`src/rtl/lcd_char_writer.sv`:
```
// HD44780-style character writer: power-up init, then host characters onto the LCD bus
// with cursor tracking. Optional macro LCD_NEWLINE_EN turns 0x0A into a line change.
module lcd_char_writer #(
  parameter int unsigned COLS           = 16,
  parameter int unsigned SETUP_CYC      = 4,
  parameter int unsigned EN_PULSE_CYC   = 12,
  parameter int unsigned CMD_WAIT_CYC   = 2000,
  parameter int unsigned CLEAR_WAIT_CYC = 80000,
  parameter int unsigned PWRUP_CYC      = 750000
) (
  input  logic       clk,
  input  logic       reset,
  input  logic [7:0] char_data,
  input  logic       char_valid,
  output logic       char_ready,
  output logic       init_done,
  output logic [7:0] LCD_DATA,
  output logic       LCD_EN,
  output logic       LCD_RS,
  output logic       LCD_RW,
  output logic       LCD_ON
);

  localparam int unsigned MAX_A    = (PWRUP_CYC > CLEAR_WAIT_CYC) ? PWRUP_CYC : CLEAR_WAIT_CYC;
  localparam int unsigned MAX_B    = (CMD_WAIT_CYC > EN_PULSE_CYC) ? CMD_WAIT_CYC : EN_PULSE_CYC;
  localparam int unsigned MAX_C    = (SETUP_CYC > MAX_B) ? SETUP_CYC : MAX_B;
  localparam int unsigned MAX_WAIT = (MAX_A > MAX_C) ? MAX_A : MAX_C;
  localparam int unsigned CNT_W    = $clog2(MAX_WAIT + 1);
  localparam int unsigned COL_W    = $clog2(COLS);
  localparam int unsigned INIT_LEN = 4;

  localparam logic [2:0] S_PWRUP = 3'd0;
  localparam logic [2:0] S_SETUP = 3'd1;
  localparam logic [2:0] S_PULSE = 3'd2;
  localparam logic [2:0] S_WAIT  = 3'd3;
  localparam logic [2:0] S_IDLE  = 3'd4;

  logic [2:0]       state, state_n;
  logic [CNT_W-1:0] cnt, cnt_n;
  logic [COL_W-1:0] col, col_n;
  logic             line, line_n;
  logic [2:0]       init_idx, init_idx_n;
  logic             pend, pend_n;
  logic [7:0]       pend_cmd, pend_cmd_n;
  logic             rs_n;
  logic [7:0]       data_n;
  logic             init_done_n;
  logic [CNT_W-1:0] wait_last_c;

  function automatic logic [7:0] init_cmd(input logic [2:0] idx);
    case (idx)
      3'd0:    return 8'h38;
      3'd1:    return 8'h0C;
      3'd2:    return 8'h01;
      3'd3:    return 8'h06;
      default: return 8'h00;
    endcase
  endfunction

  // Clear needs the long settle; the byte on the bus is still the one just strobed.
  assign wait_last_c = (!LCD_RS && LCD_DATA == 8'h01) ? CNT_W'(CLEAR_WAIT_CYC - 1)
                                                      : CNT_W'(CMD_WAIT_CYC - 1);
  assign LCD_RW = 1'b0;

  always_comb begin
    state_n     = state;
    cnt_n       = cnt;
    col_n       = col;
    line_n      = line;
    init_idx_n  = init_idx;
    pend_n      = pend;
    pend_cmd_n  = pend_cmd;
    rs_n        = LCD_RS;
    data_n      = LCD_DATA;
    init_done_n = init_done;
    case (state)
      S_PWRUP: begin
        if (cnt == CNT_W'(PWRUP_CYC - 1)) begin
          cnt_n      = '0;
          state_n    = S_SETUP;
          rs_n       = 1'b0;
          data_n     = init_cmd(3'd0);
          init_idx_n = 3'd1;
        end else begin
          cnt_n = cnt + CNT_W'(1);
        end
      end
      S_SETUP: begin
        if (cnt == CNT_W'(SETUP_CYC - 1)) begin
          cnt_n   = '0;
          state_n = S_PULSE;
        end else begin
          cnt_n = cnt + CNT_W'(1);
        end
      end
      S_PULSE: begin
        if (cnt == CNT_W'(EN_PULSE_CYC - 1)) begin
          cnt_n   = '0;
          state_n = S_WAIT;
        end else begin
          cnt_n = cnt + CNT_W'(1);
        end
      end
      S_WAIT: begin
        if (cnt == wait_last_c) begin
          cnt_n = '0;
          if (init_idx < 3'(INIT_LEN)) begin
            state_n    = S_SETUP;
            rs_n       = 1'b0;
            data_n     = init_cmd(init_idx);
            init_idx_n = init_idx + 3'd1;
          end else if (pend) begin
            state_n = S_SETUP;
            rs_n    = 1'b0;
            data_n  = pend_cmd;
            pend_n  = 1'b0;
          end else begin
            state_n     = S_IDLE;
            init_done_n = 1'b1;
          end
        end else begin
          cnt_n = cnt + CNT_W'(1);
        end
      end
      S_IDLE: begin
        if (char_valid) begin
          state_n = S_SETUP;
`ifdef LCD_NEWLINE_EN
          if (char_data == 8'h0A) begin
            rs_n   = 1'b0;
            data_n = line ? 8'h80 : 8'hC0;
            col_n  = '0;
            line_n = ~line;
          end else
`endif
          begin
            rs_n   = 1'b1;
            data_n = char_data;
            // Last column: wrap cursor and queue the DDRAM address of the other line.
            if (col == COL_W'(COLS - 1)) begin
              col_n      = '0;
              line_n     = ~line;
              pend_n     = 1'b1;
              pend_cmd_n = line ? 8'h80 : 8'hC0;
            end else begin
              col_n = col + COL_W'(1);
            end
          end
        end
      end
      default: state_n = S_PWRUP;
    endcase
  end

  always_ff @(posedge clk or negedge reset) begin
    if (!reset) begin
      state      <= S_PWRUP;
      cnt        <= '0;
      col        <= '0;
      line       <= 1'b0;
      init_idx   <= '0;
      pend       <= 1'b0;
      pend_cmd   <= '0;
      LCD_RS     <= 1'b0;
      LCD_DATA   <= '0;
      LCD_EN     <= 1'b0;
      LCD_ON     <= 1'b0;
      char_ready <= 1'b0;
      init_done  <= 1'b0;
    end else begin
      state      <= state_n;
      cnt        <= cnt_n;
      col        <= col_n;
      line       <= line_n;
      init_idx   <= init_idx_n;
      pend       <= pend_n;
      pend_cmd   <= pend_cmd_n;
      LCD_RS     <= rs_n;
      LCD_DATA   <= data_n;
      LCD_EN     <= (state_n == S_PULSE);
      LCD_ON     <= 1'b1;
      char_ready <= (state_n == S_IDLE);
      init_done  <= init_done_n;
    end
  end

endmodule

```
`config.mk`:
```
export PLATFORM = sky130hd
export DESIGN_NAME = lcd_char_writer
export DESIGN_NICKNAME = d
export VERILOG_FILES = /design/src/rtl/lcd_char_writer.sv
export SDC_FILE = /design/constraint.sdc
export NUM_CORES = 1
export LEC_CHECK = 0
export BUFFER_PORTS_ARGS = -buffer_cell sky130_fd_sc_hd__buf_2
export CAP_MARGIN = 0
export CORE_AREA = 4 4 99 101
export DETAILED_ROUTE_END_ITERATION = 16
export DIE_AREA = 0 0 103 105
export PLACE_DENSITY = 0.55
export SLEW_MARGIN = 15
export SYNTH_ARGS = -nofsm -noshare
export SYNTH_HDL_FRONTEND = slang
export SYNTH_SLANG_ARGS = --single-unit
```
`constraint.sdc`:
```
create_clock -name clk -period 3.2 [get_ports clk]
set_clock_uncertainty 0.15 [all_clocks]
set_input_delay 0.48 -clock clk [delete_from_list [all_inputs] [get_ports clk]]
set_output_delay 0.48 -clock clk [all_outputs]
set_load 0.1 [all_outputs]
```
After elaboration in Yosys (flattened, before gate mapping)
Cells that the tools add are included.

Bits in registers: 53. Output and inout bits: 14. Logic and storage cells: 94.

$add $sub $neg: 3. $lt $le $gt $ge: 1. Equality and inequality tests: 22. Multiplexer cells: 38. Bitwise logic cells: 3. Reduce and logical (&&, ||, !) cells: 14.

Operators with widths (count): 20-bit 2-to-1 mux (4); 20-bit one-hot mux with 4 select lines (1); 8-bit 2-to-1 mux (5); 3-bit 2-to-1 mux (10); 6-bit one-hot mux with 4 select lines (1); 8-bit one-hot mux with 3 select lines (1); 20-bit by 1-bit adder with 20-bit output, second input constant (1); 20-bit by 17-bit == test with 1-bit output (1); 20-bit by 2-bit == test with 1-bit output, second input constant (1); 20-bit == test, second input constant (1); 20-bit by 4-bit == test with 1-bit output, second input constant (1); 17-bit 2-to-1 mux (1); 3-bit by 2-bit == test with 1-bit output, second input constant (5); 3-bit one-hot mux with 5 select lines (1); 2-bit != test, second input constant (6); 5-bit AND reduction (2); 1-bit 2-to-1 mux (9); 8-bit by 1-bit == test with 1-bit output, second input constant (1); 4-bit AND reduction (2); 7-bit 2-to-1 mux (1); 3-bit by 1-bit == test with 1-bit output, second input constant (2); 3-bit == test, second input constant (2); 3-bit zero test (2); 3-bit one-hot mux with 2 select lines (1); 16 further kinds (19).

Logic depth before layout (Yosys ltp)
Gate-level depths: netlist of the first run.

Depth in word-level cells: 7. Mapped depth: 10. Gate-level depth less buffers: 8.

Worst setup path before layout of the first run
No wires, ideal clock.

Kind: reg2reg. Start: register cnt[6]. End: register cnt[1]. Library setup time: 0.121 ns. Arrival time: 2.425 ns. Required time: 2.929 ns. Path slack: 0.504 ns. Cell stages (with the launch flop): 10. Clock period less this slack: 2.696 ns. Path through: dfrtp_1 -> buf_6 -> or4_4 -> or4_1 -> o22ai_2 -> or3_1 -> a21bo_1 -> buf_6 -> buf_6 -> a22o_1.

Cells in the longest elaborated chain, start to end: 3.

RTL lines: start: declaration (RTL line 39) `logic [CNT_W-1:0] cnt, cnt_n;`; start signal: assignment (RTL line 172) `cnt <= cnt_n;`; 20-bit by 17-bit == test with 1-bit output, or another cell as far along (RTL line 105) `if (cnt == wait_last_c) begin`; 20-bit 2-to-1 mux, on equally long branches; 20-bit one-hot mux with 4 select lines (*) (RTL line 76) `case (state)`.

Mark *: on every way between the ends. The rest lies on a longest branch, timed or not. A chain may end at the register's enable or synchronous reset.

Worst setup path after layout of the first run
Start: register cnt[6]. End: register cnt[0].

The elaborated chain is that of the path after synthesis.

==> run summary, run 1 <==
slowest CP cell - or4_4
DR iter-0 viols - 111
gr usage total - 12.1%
Primary FF master, synth - dfrtp_1
Startpoint Class - flip-flop
vias in the first global route - 2164
CTS Sinks - 46
Critical Path Max Stage Delay - 0.57 ns
CTS resizes - 0
Setup violations, final - 0
Synth Register Bits - 46
Via Count - 2204
synthesized area - 2650 µm²
clk buf depth - 2
Slew @ Worst Pin - 0.909 ns
Flop pwr share - 55.5%
first-pass GRT wire length - 10.6 mm
CP Class - flip-flop to flip-flop
Comb pwr share - 2.7%
Setup TNS Final - 0 ns
worst vdd ir - 0.257 mV
Reg clk slew, reported paths - 0.09 ns
clock share of power - 41.8%
cell taking the most area after synthesis - dfrtp_1
htree depth - 2
Area Overhead vs Synth - 11.9%
Reg2Reg Setup Slack - 0.25 ns
clk_lat worst skew - 0.30 ns
max frequency - 0.339 GHz
Cell Int Power - 0.820 mW
Yosys Warn Count - 0
die area - 10800 µm²
total I/O pin count - 25
Post-CTS Setup Inserts - 0
Hold Path Class - input pin to asynchronous set/reset pin
switching power of the nets - 0.228 mW
DRC - 0
Net Sw Frac - 21.8%
Final ANT Viol Nets - 0
worst reg-to-reg path cell count - 6
Fin Hold WS - 0.0216 ns
Final HPWL DP - 4.38 mm
hold-fix buffers at CTS - 0
total power - 1.05 mW
Yosys top cell area share - 43.5%
via/cell ratio - 5.21
required time of the critical path - 3.24 ns
Tmin final - 2.95 ns
worst r2r dst - cnt[0]
Seq/Total Area, Yosys - 43.5%
P per Cell Area - 354 nW/µm²
DRT Wirelength - 6.12 mm
Critical Path AT - 2.99 ns
slew margin rel. - 38.9%
net count after synthesis - 310
wire per inst - 14.5 µm
CTS tree - built
syn avg cell area - 9.06 µm²
dominant cells by area after synthesis - dfrtp_1 43%, nand2_1 5.5%, nand3_1 3.8%
height of the die - 105 µm
asr flop ratio synth - 100%
largest net degree at the start of global routing - 47
outcome - finished clean
Die W - 103 µm
CP cell instances - or4_4, or4_1, o22ai_2, or3_1, a21bo_1, mux2_2
RSZ-0062 raised after global routing - no
grt total ovfl - 0
core area - 9020 µm²
Max FO, Critical Path - 17
Port-buffer cells - 23
n_diodes - 0
final net count - 329
Core Rows - 35
Final Slew Violations - 0
fin crit share - 92.3%
Detailed Routing Iterations Pass 1 - 4
synth unique cells - 49
max cap viols - 0
initial antenna violation count - 0
crit path capture type - flip-flop
root buf cell - clkbuf_8
total CTS buffers - 5
EDFF count, synth - 0
Final Hold Viols - 0
Leak - 1.29 nW
RD Place Congestion - 0.838
origin of the critical flop-to-flop path - cnt[6]
layout cells sized above 1 - 14.1%
Post-Syn Instances - 292
initial core utilization - 29.3%
power groups by stage:
| stage | Combinational [mW] | Clock, mW | Sequential (mW) |
|---|---|---|---|
| 3_3_place_gp | 0.0298 | 0 | 0.593 |
| 2_1_floorplan | 0.00621 | 0 | 0.598 |
| 3_5_place_dp | 0.0296 | 0 | 0.593 |
| 5_1_grt | 0.0321 | 0.484 | 0.582 |
| 6_report | 0.0283 | 0.438 | 0.581 |
| 4_1_cts | 0.0296 | 0.451 | 0.581 |
sequential cells by signal (all words and copies together) (netlist names):
register	count
LCD_ON	1
col	4
pend_cmd	2
pend	1
LCD_RS	1
cnt	20
LCD_EN	1
init_idx	3
state	3
char_ready	1
init_done	1
LCD_DATA	8
critical path, delay by kind of cell (launching register included):
family	cells	cell delay, ns
mux	1	0.37
simple gates	3	1.25
compound gates	2	0.60
flops	1	0.47
worst max path at each step:
stage | slack [ns] | to | from
detailed placement | 0.26 | cnt[0] | cnt[6]
floorplan | 0.50 | cnt[1] | cnt[6]
finish | 0.25 | cnt[0] | cnt[6]
global route | 0.04 | cnt[0] | cnt[0]
CTS | 0.26 | cnt[0] | cnt[6]
global placement | 0.32 | cnt[0] | cnt[6]
stage by stage:
step / cell area, µm² / std cells / worst slack (ns) / utilization (%)
3_3_place_gp: 2850 / 415 / 0.324 / 31.6
3_5_place_dp: 2850 / 415 / 0.259 / 31.6
6_report: 2960 / 423 / 0.248 / 32.8
2_1_floorplan: 2650 / 292 / 0.504 / -
5_1_grt: 2960 / 423 / 0.0351 / 32.8
4_1_cts: 2960 / 423 / 0.256 / 32.8
cells in the final DEF (no fill, tap or decap), types with 5 or more instances in the layout:
cell type  Yosys  routed
nand3_1       20      20
nor2_1        16      16
o21ai_0       15      15
a21oi_1       12      12
dfrtp_1       46      46
or3_1         10      10
or4_1          5       5
buf_4          1       6
mux2i_1        5       5
o21ai_1        9       9
nor3_1         5       5
ha_1           7       7
nand2_1       39      39
buf_2          2      22
nand4_1        7       7
inv_1         11      11
clkbuf_8       0       5
mux2_1         6       6
nor4_1         7       7
metal layers:
layer  global-route usage, %  wire length (µm)  vias to the layer above
li1                        -                 -                     1093
met1                    16.6              2880                     1060
met2                    19.1              2870                       46
met3                    2.54               317                        5
met4                    3.33                54                        0
met5                       0                 0                        -
layout make-up:
type,instances,area [µm²]
clock buffer,6,72.6
tap,111,139
multi-input combinational,219,1370
clock inverter,2,37.5
fill,961,6060
inverter,11,41.3
sequential,46,1150
timing repair buffer,28,155
cells by family (layout without fill, tap and decap cells):
logic type | Yosys count | in the layout | synth area share [%]
other | 2 | 2 | 0.284
buffers and inverters | 27 | 47 | 4.92
adders and majority gates | 7 | 7 | 3.31
muxes | 13 | 13 | 5.30
DFF | 46 | 46 | 43.5
AOI/OAI and AO/OA | 64 | 64 | 16.1
xor gates and xnor gates | 5 | 5 | 1.65
and+or+nand+nor | 128 | 128 | 25.0
synthesized netlist by cell type, drive strengths merged (5+ instances only):
master  count
a21oi      16
buf         7
clkbuf      9
dfrtp      46
ha          7
inv        11
mux2        8
mux2i       5
nand2      39
nand3      20
nand4       7
nor2       17
nor3        5
nor4        7
o21ai      24
or3        10
or4         6
(Power assumes the default switching activity.)
==> run 2: changes to the inputs <==
- ABC_AREA: not set -> 1
- CORE_AREA: 4 4 99 101 -> 4 4 104 106
- DIE_AREA: 0 0 103 105 -> 0 0 108 110
- PLACE_DENSITY: 0.55 -> 0.54
- clock period: 3.2 -> 3.4 ns (I/O delays scaled with it)
==> run summary, run 2 <==
hold-fix buffers at CTS - 0 (unchanged)
Max FO, Critical Path - 12 (-5)
htree depth - 2 (unchanged)
clock share of power - 37.3% (-4.5 points)
worst reg-to-reg path cell count - 8 (+2)
Cell Int Power - 0.697 mW (-15%)
top cells by count, synth - 136 x nand2_1, 46 x dfrtp_1, 44 x inv_1, 39 x nor2_1, 31 x nand3_1
gr busiest metal - met2
clk buf depth - 2 (unchanged)
most numerous cell in the Yosys netlist - nand2_1
first-pass GRT wire length - 11.4 mm (+7.7%)
switching power of the nets - 0.220 mW (-3.8%)
fin crit share - 64.1% (-28 points)
DRC - 0 (unchanged)
Synth Register Bits - 46 (unchanged)
Via Count - 2513 (+14%)
Largest Register - cnt
Flop pwr share - 59.7% (+4.2 points)
Area Overhead vs Synth - 11.3%
Largest regs - cnt: 20 flops, LCD_DATA: 8 flops, col: 4 flops
DRT Wirelength - 6.71 mm (+9.7%)
P per Cell Area - 285 nW/µm² (-19%)
Post-CTS Setup Inserts - 0 (unchanged)
total CTS buffers - 5 (unchanged)
Critical Path Max Stage Delay - 0.55 ns (-0.02 ns)
net count after synthesis - 418 (+35%)
CTS Sinks - 46 (unchanged)
grt total ovfl - 0 (unchanged)
n_diodes - 0 (unchanged)
Final Slew Violations - 0 (unchanged)
Yosys top cell area share - 39.8% (-3.7 points)
synth unique cells - 38 (-22%)
CTS tree - built
met2 Use GR - 18.8% (-0.33 points)
Die W - 108 µm (+4.9%)
Final HPWL DP - 5.18 mm (+18%)
CTS resizes - 0 (unchanged)
Slew @ Worst Pin - 0.585 ns (-0.324 ns)
Startpoint Class - flip-flop
wire per inst - 12.1 µm (-16%)
met1 Use GR - 16.9% (+0.30 points)
max frequency - 0.459 GHz (+35%)
gr usage total - 11.9% (-0.16 points)
RD Place Congestion - 0.956 (+14%)
Reg clk slew, reported paths - 0.09 ns (about the same)
Leak - 1.70 nW (+31%)
DR iter-0 viols - 149 (+34%)
most frequent cells in the layout - 136 x nand2_1, 46 x dfrtp_1, 44 x inv_1
origin of the critical flop-to-flop path - state[2]
GR Layer Usage met3 - 1.40% (-1.1 points)
CP Class - flip-flop to flip-flop
initial core utilization - 29.6% (+0.24 points)
vias in the first global route - 2313 (+6.9%)
synthesized area - 2890 µm² (+9.2%)
max cap viols - 0 (unchanged)
largest net degree at the start of global routing - 47 (unchanged)
worst r2r dst - LCD_DATA[2]
Setup TNS Final - 0 ns (unchanged)
Primary FF master, synth - dfrtp_1
FILL cells - 1079 (+12%)
multi-input logic area - 1490 µm² (+9.3%)
clk_lat worst skew - 0.30 ns (about the same)
outcome - finished clean
Critical Path AT - 2.23 ns (-0.76 ns)
slew margin rel. - 61.0% (+22 points)
Post-Syn Instances - 400 (+37%)
required time of the critical path - 3.45 ns (+0.21 ns)
Seq/Total Area, Yosys - 39.8% (-3.7 points)
final net count - 439 (+33%)
Comb pwr share - 2.9% (+0.2 points)
slowest CP cell - dfrtp_1
commonest non-fill, non-tap cell in the layout - nand2_1
height of the die - 110 µm (+4.8%)
via/cell ratio - 4.53 (-13%)
Port-buffer cells - 23 (unchanged)
total I/O pin count - 25 (unchanged)
CP cell instances - inv_1, nand3_1, inv_1, nand4_1, nand2_2, nand2_2, nand2_1, nand2_1
Setup violations, final - 0 (unchanged)
Largest register FFs - 20 (unchanged)
die area - 11900 µm² (+9.8%)
cell taking the most area after synthesis - dfrtp_1
syn avg cell area - 7.23 µm² (-20%)
Core Rows - 36 (+2.9%)
asr flop ratio synth - 100% (unchanged)
Final ANT Viol Nets - 0 (unchanged)
Reg2Reg Setup Slack - 1.22 ns (+0.97 ns)
DP Cell Count - 547 (+32%)
Hold Path Class - input pin to asynchronous set/reset pin
initial antenna violation count - 0 (unchanged)
dominant cells by area after synthesis - dfrtp_1 40%, nand2_1 18%, inv_1 5.7%
FF+latch area - 1150 µm² (unchanged)
RSZ-0062 raised after global routing - no
core area - 9770 µm² (+8.3%)
Yosys Warn Count - 0 (unchanged)
Net Sw Frac - 24.0% (+2.2 points)
Detailed Routing Iterations Pass 1 - 4 (unchanged)
worst vdd ir - 0.152 mV (-41%)
Final Hold Viols - 0 (unchanged)
Finished Layout Cells - 555 (+31%)
Tmin final - 2.18 ns (-0.772 ns)
layout cells sized above 1 - 12.8% (-1.3 points)
EDFF count, synth - 0 (unchanged)
root buf cell - clkbuf_8
crit path capture type - flip-flop
-- run 2: how the worst max path moves through the flow --
stage	startpoint	endpoint	slack, ns	cells after the start
final	state[2]	LCD_DATA[2]	1.22	8
after detailed placement	state[2]	LCD_DATA[2]	1.23	8
after floorplan	LCD_DATA[0]	cnt[16]	1.18	12
after global placement	state[2]	LCD_RS	1.24	8
after CTS	state[2]	LCD_DATA[2]	1.22	8
after global routing	cnt[0]	cnt[16]	1.08	8
-- run 2: per-stage QoR --
stage | power, mW | util [%] | area [µm²] | hold slack, ns | setup slack [ns]
after floorplan | 0.569 | - | 2890 | 0.0644 | 1.18
after global placement | 0.586 | 32.0 | 3120 | 0.301 | 1.24
after detailed placement | 0.586 | 32.0 | 3120 | 0.299 | 1.23
after CTS | 0.937 | 32.9 | 3210 | 0.276 | 1.22
after global routing | 0.968 | 32.9 | 3220 | 0.108 | 1.08
final | 0.916 | 32.9 | 3220 | 0.0555 | 1.22
-- run 2: worst max-delay path, delay by kind of cell (launching register included) --
| kind | cells | cell delay (ns) |
|---|---|---|
| simple gates | 6 | 0.88 |
| flops | 1 | 0.55 |
| buf+inv | 2 | 0.50 |
-- run 2: kinds of logic after synthesis --
family / after synthesis / synth area share, %
other: 2 / 0.260
AND/OR/NAND/NOR: 243 / 37.2
XOR/XNOR: 20 / 6.06
flip-flops: 46 / 39.8
AO/OA/AOI/OAI: 21 / 5.07
adder cells (fa/ha/maj): 7 / 3.03
buffers and inverters: 61 / 8.57
-- run 2: power groups by stage --
stage	clock (mW)	sequential [mW]	combinational [mW]
final	0.342	0.547	0.0269
after global routing	0.390	0.548	0.0305
after CTS	0.361	0.547	0.0280
after detailed placement	0	0.558	0.0281
after global placement	0	0.558	0.0276
after floorplan	0	0.563	0.00581
-- run 2: area by class of cell --
type	instances	area share, %
clock buffer	5	2.14
clock inverter	3	0.661
inverter	51	5.95
multi-input combinational	293	46.4
sequential	46	35.8
tap	133	5.18
timing repair buffer	24	3.89
-- run 2: metal layers --
metal  wire (µm)  vias to the layer above
met3         261                        6
met2        3060                       54
met1        3320                     1165
met5           0                        -
met4          68                        0
li1            -                     1288
==> run 3: changes to the inputs <==
- ABC_AREA: 1 -> 0
- CORE_AREA: 4 4 104 106 -> 4 4 99 101
- DIE_AREA: 0 0 108 110 -> 0 0 103 105
- PLACE_DENSITY: 0.54 -> 0.55
- clock period: 3.4 -> 2.2 ns (I/O delays scaled with it)
==> run summary, run 3 (same netlist as run 1, synthesis figures left out) <==
wire per inst - 14.6 µm (+21%)
Setup violations, final - 37 (+37)
fin crit share - 117% (+53 points)
worst vdd ir - 0.195 mV (+28%)
DR iter-0 viols - 65 (-56%)
Startpoint Class - flip-flop
grt total ovfl - 0 (unchanged)
Slew @ Worst Pin - 0.553 ns (-0.0318 ns)
root buf cell - clkbuf_8
P per Cell Area - 392 nW/µm² (+38%)
RD Place Congestion - 0.817 (-15%)
clk buf depth - 2 (unchanged)
Setup TNS Final - -10.42 ns (-10.42 ns)
Core Util, Final - 41.4% (+8.5 points)
Via Count - 2531 (+0.72%)
core area - 9020 µm² (-7.7%)
Max FO, Critical Path - 4 (-8)
failing checks - negative setup slack
Core Rows - 35 (-2.8%)
crit path capture type - flip-flop
CTS tree - built
height of the die - 105 µm (-4.5%)
total CTS buffers - 5 (unchanged)
Leak - 1.71 nW (+0.64%)
initial antenna violation count - 0 (unchanged)
Fin Hold WS - 0.0593 ns (+0.00383 ns)
fin worst setup slack - -0.375 ns (-1.60 ns)
outcome - complete, but fails checks
initial core utilization - 29.3% (-0.24 points)
n_diodes - 0 (unchanged)
commonest non-fill, non-tap cell in the layout - buf_4
Reg clk slew, reported paths - 0.10 ns (about the same)
largest net degree at the start of global routing - 26 (-45%)
first-pass GRT wire length - 12.2 mm (+7.4%)
max cap viols - 0 (unchanged)
max frequency - 0.388 GHz (-15%)
total I/O pin count - 25 (unchanged)
most frequent cells in the layout - 73 x buf_4, 45 x dfrtp_1, 38 x nand2_1
die area - 10800 µm² (-9.0%)
via/cell ratio - 5.06 (+12%)
CP Class - flip-flop to flip-flop
gr usage total - 14.0% (+2.1 points)
Detailed Routing Iterations Pass 1 - 4 (unchanged)
Port-buffer cells - 23 (unchanged)
Tmin final - 2.58 ns (+0.395 ns)
slew margin rel. - 63.1% (+2.1 points)
DRC - 0 (unchanged)
Final HPWL DP - 5.48 mm (+5.8%)
layout cells sized above 1 - 38.6% (+26 points)
vias in the first global route - 2601 (+12%)
required time of the critical path - 2.24 ns (-1.21 ns)
Die W - 103 µm (-4.6%)
Area Overhead vs Synth - 41.2%
RSZ-0062 raised after global routing - yes
Final Hold Viols - 0 (unchanged)
CTS Sinks - 46 (unchanged)
Final ANT Viol Nets - 0 (unchanged)
clk_lat worst skew - 0.31 ns (about the same)
Largest regs - cnt: 20 flops, LCD_DATA: 8 flops, col: 4 flops
htree depth - 2 (unchanged)
DRT Wirelength - 7.31 mm (+9.0%)
Hold Path Class - input pin to flip-flop
total power - 1.47 mW (+60%)
final net count - 406 (-7.5%)
Critical Path AT - 2.62 ns (+0.39 ns)
Largest register FFs - 20 (unchanged)
FILL cells - 916 (-15%)
Final Slew Violations - 0 (unchanged)
Largest Register - cnt
-- run 3: cell types whose count changed in the layout (fill, tap and decap cells not counted), moves of 10 or more --
cell	change
a21oi_2	+10
buf_4	+71
inv_1	-33
nand2_1	-98
nand3_1	-12
nor2_1	-23
o21ai_1	+10
xor2_1	-15
-- run 3: path summary, 6_finish.rpt --
| path | cells after the start | slack (ns) | from | endpoint |
|---|---|---|---|---|
| setup reg to reg | 8 | -0.38 | cnt[7] | LCD_DATA[5] |
| hold reg to reg | 1 | 0.32 | init_done | init_done |
| min in group asynchronous | 2 | 0.39 | reset | LCD_DATA[1] |
| setup / recovery | 8 | -0.38 | cnt[7] | LCD_DATA[5] |
| hold / removal | 2 | 0.06 | char_valid | state[2] |
| max in group asynchronous | 3 | 0.97 | reset | LCD_ON |
-- run 3: stage by stage --
| stage | std cells | setup slack (ns) | instance area [µm²] |
|---|---|---|---|
| after global placement | 479 | -0.439 | 3410 |
| after floorplan | 292 | -0.394 | 2690 |
| after CTS | 499 | -0.367 | 3690 |
| after global routing | 500 | -0.470 | 3740 |
| final | 500 | -0.375 | 3740 |
| after detailed placement | 479 | -0.458 | 3410 |
-- run 3: worst max-delay path, cell delays in order, from the launching register on --
cell     delay, ns
dfrtp_1       0.38
or4_1         0.51
or4_4         0.44
mux2i_4       0.19
and2_4        0.19
a21oi_4       0.06
nor2_4        0.12
buf_6         0.13
mux2_4        0.29
-- run 3: layer usage --
metal  vias up  global-route usage (%)  wire, µm
li1       1250                       -         -
met1      1212                    17.6      3300
met2        51                    23.3      3510
met3        18                    2.40       273
met4         0                    5.83       232
met5         -                       0         0
-- run 3: final cells by class --
| class | count | area (µm²) | share of cell area [%] |
|---|---|---|---|
| Clock buffer | 6 | 82.6 | 2.21 |
| Inverter | 11 | 41.3 | 1.11 |
| Timing Repair Buffer | 105 | 790 | 21.1 |
| Sequential cell | 46 | 1150 | 30.8 |
| Tap cell | 111 | 139 | 3.72 |
| Multi-Input combinational cell | 219 | 1520 | 40.7 |
| Clock inverter | 2 | 12.5 | 0.335 |
-- run 3: power by group --
part | internal (mW) | switching, mW
logic | 0.0116 | 0.0360
registers | 0.846 | 0.000201
clock network | 0.254 | 0.318
total | 1.11 | 0.354
-- run 3: timing repair --
| item | 4_1_cts | 5_1_grt |
|---|---|---|
| pin swaps | 7 | 2 |
| setup endpoints to repair | 38 | 39 |
| endpoints found under the hold margin | 21 | 0 |
| hold buffers | 1 | 0 |
| gates resized for setup | 23 | 9 |
| setup buffers | 13 | 2 |
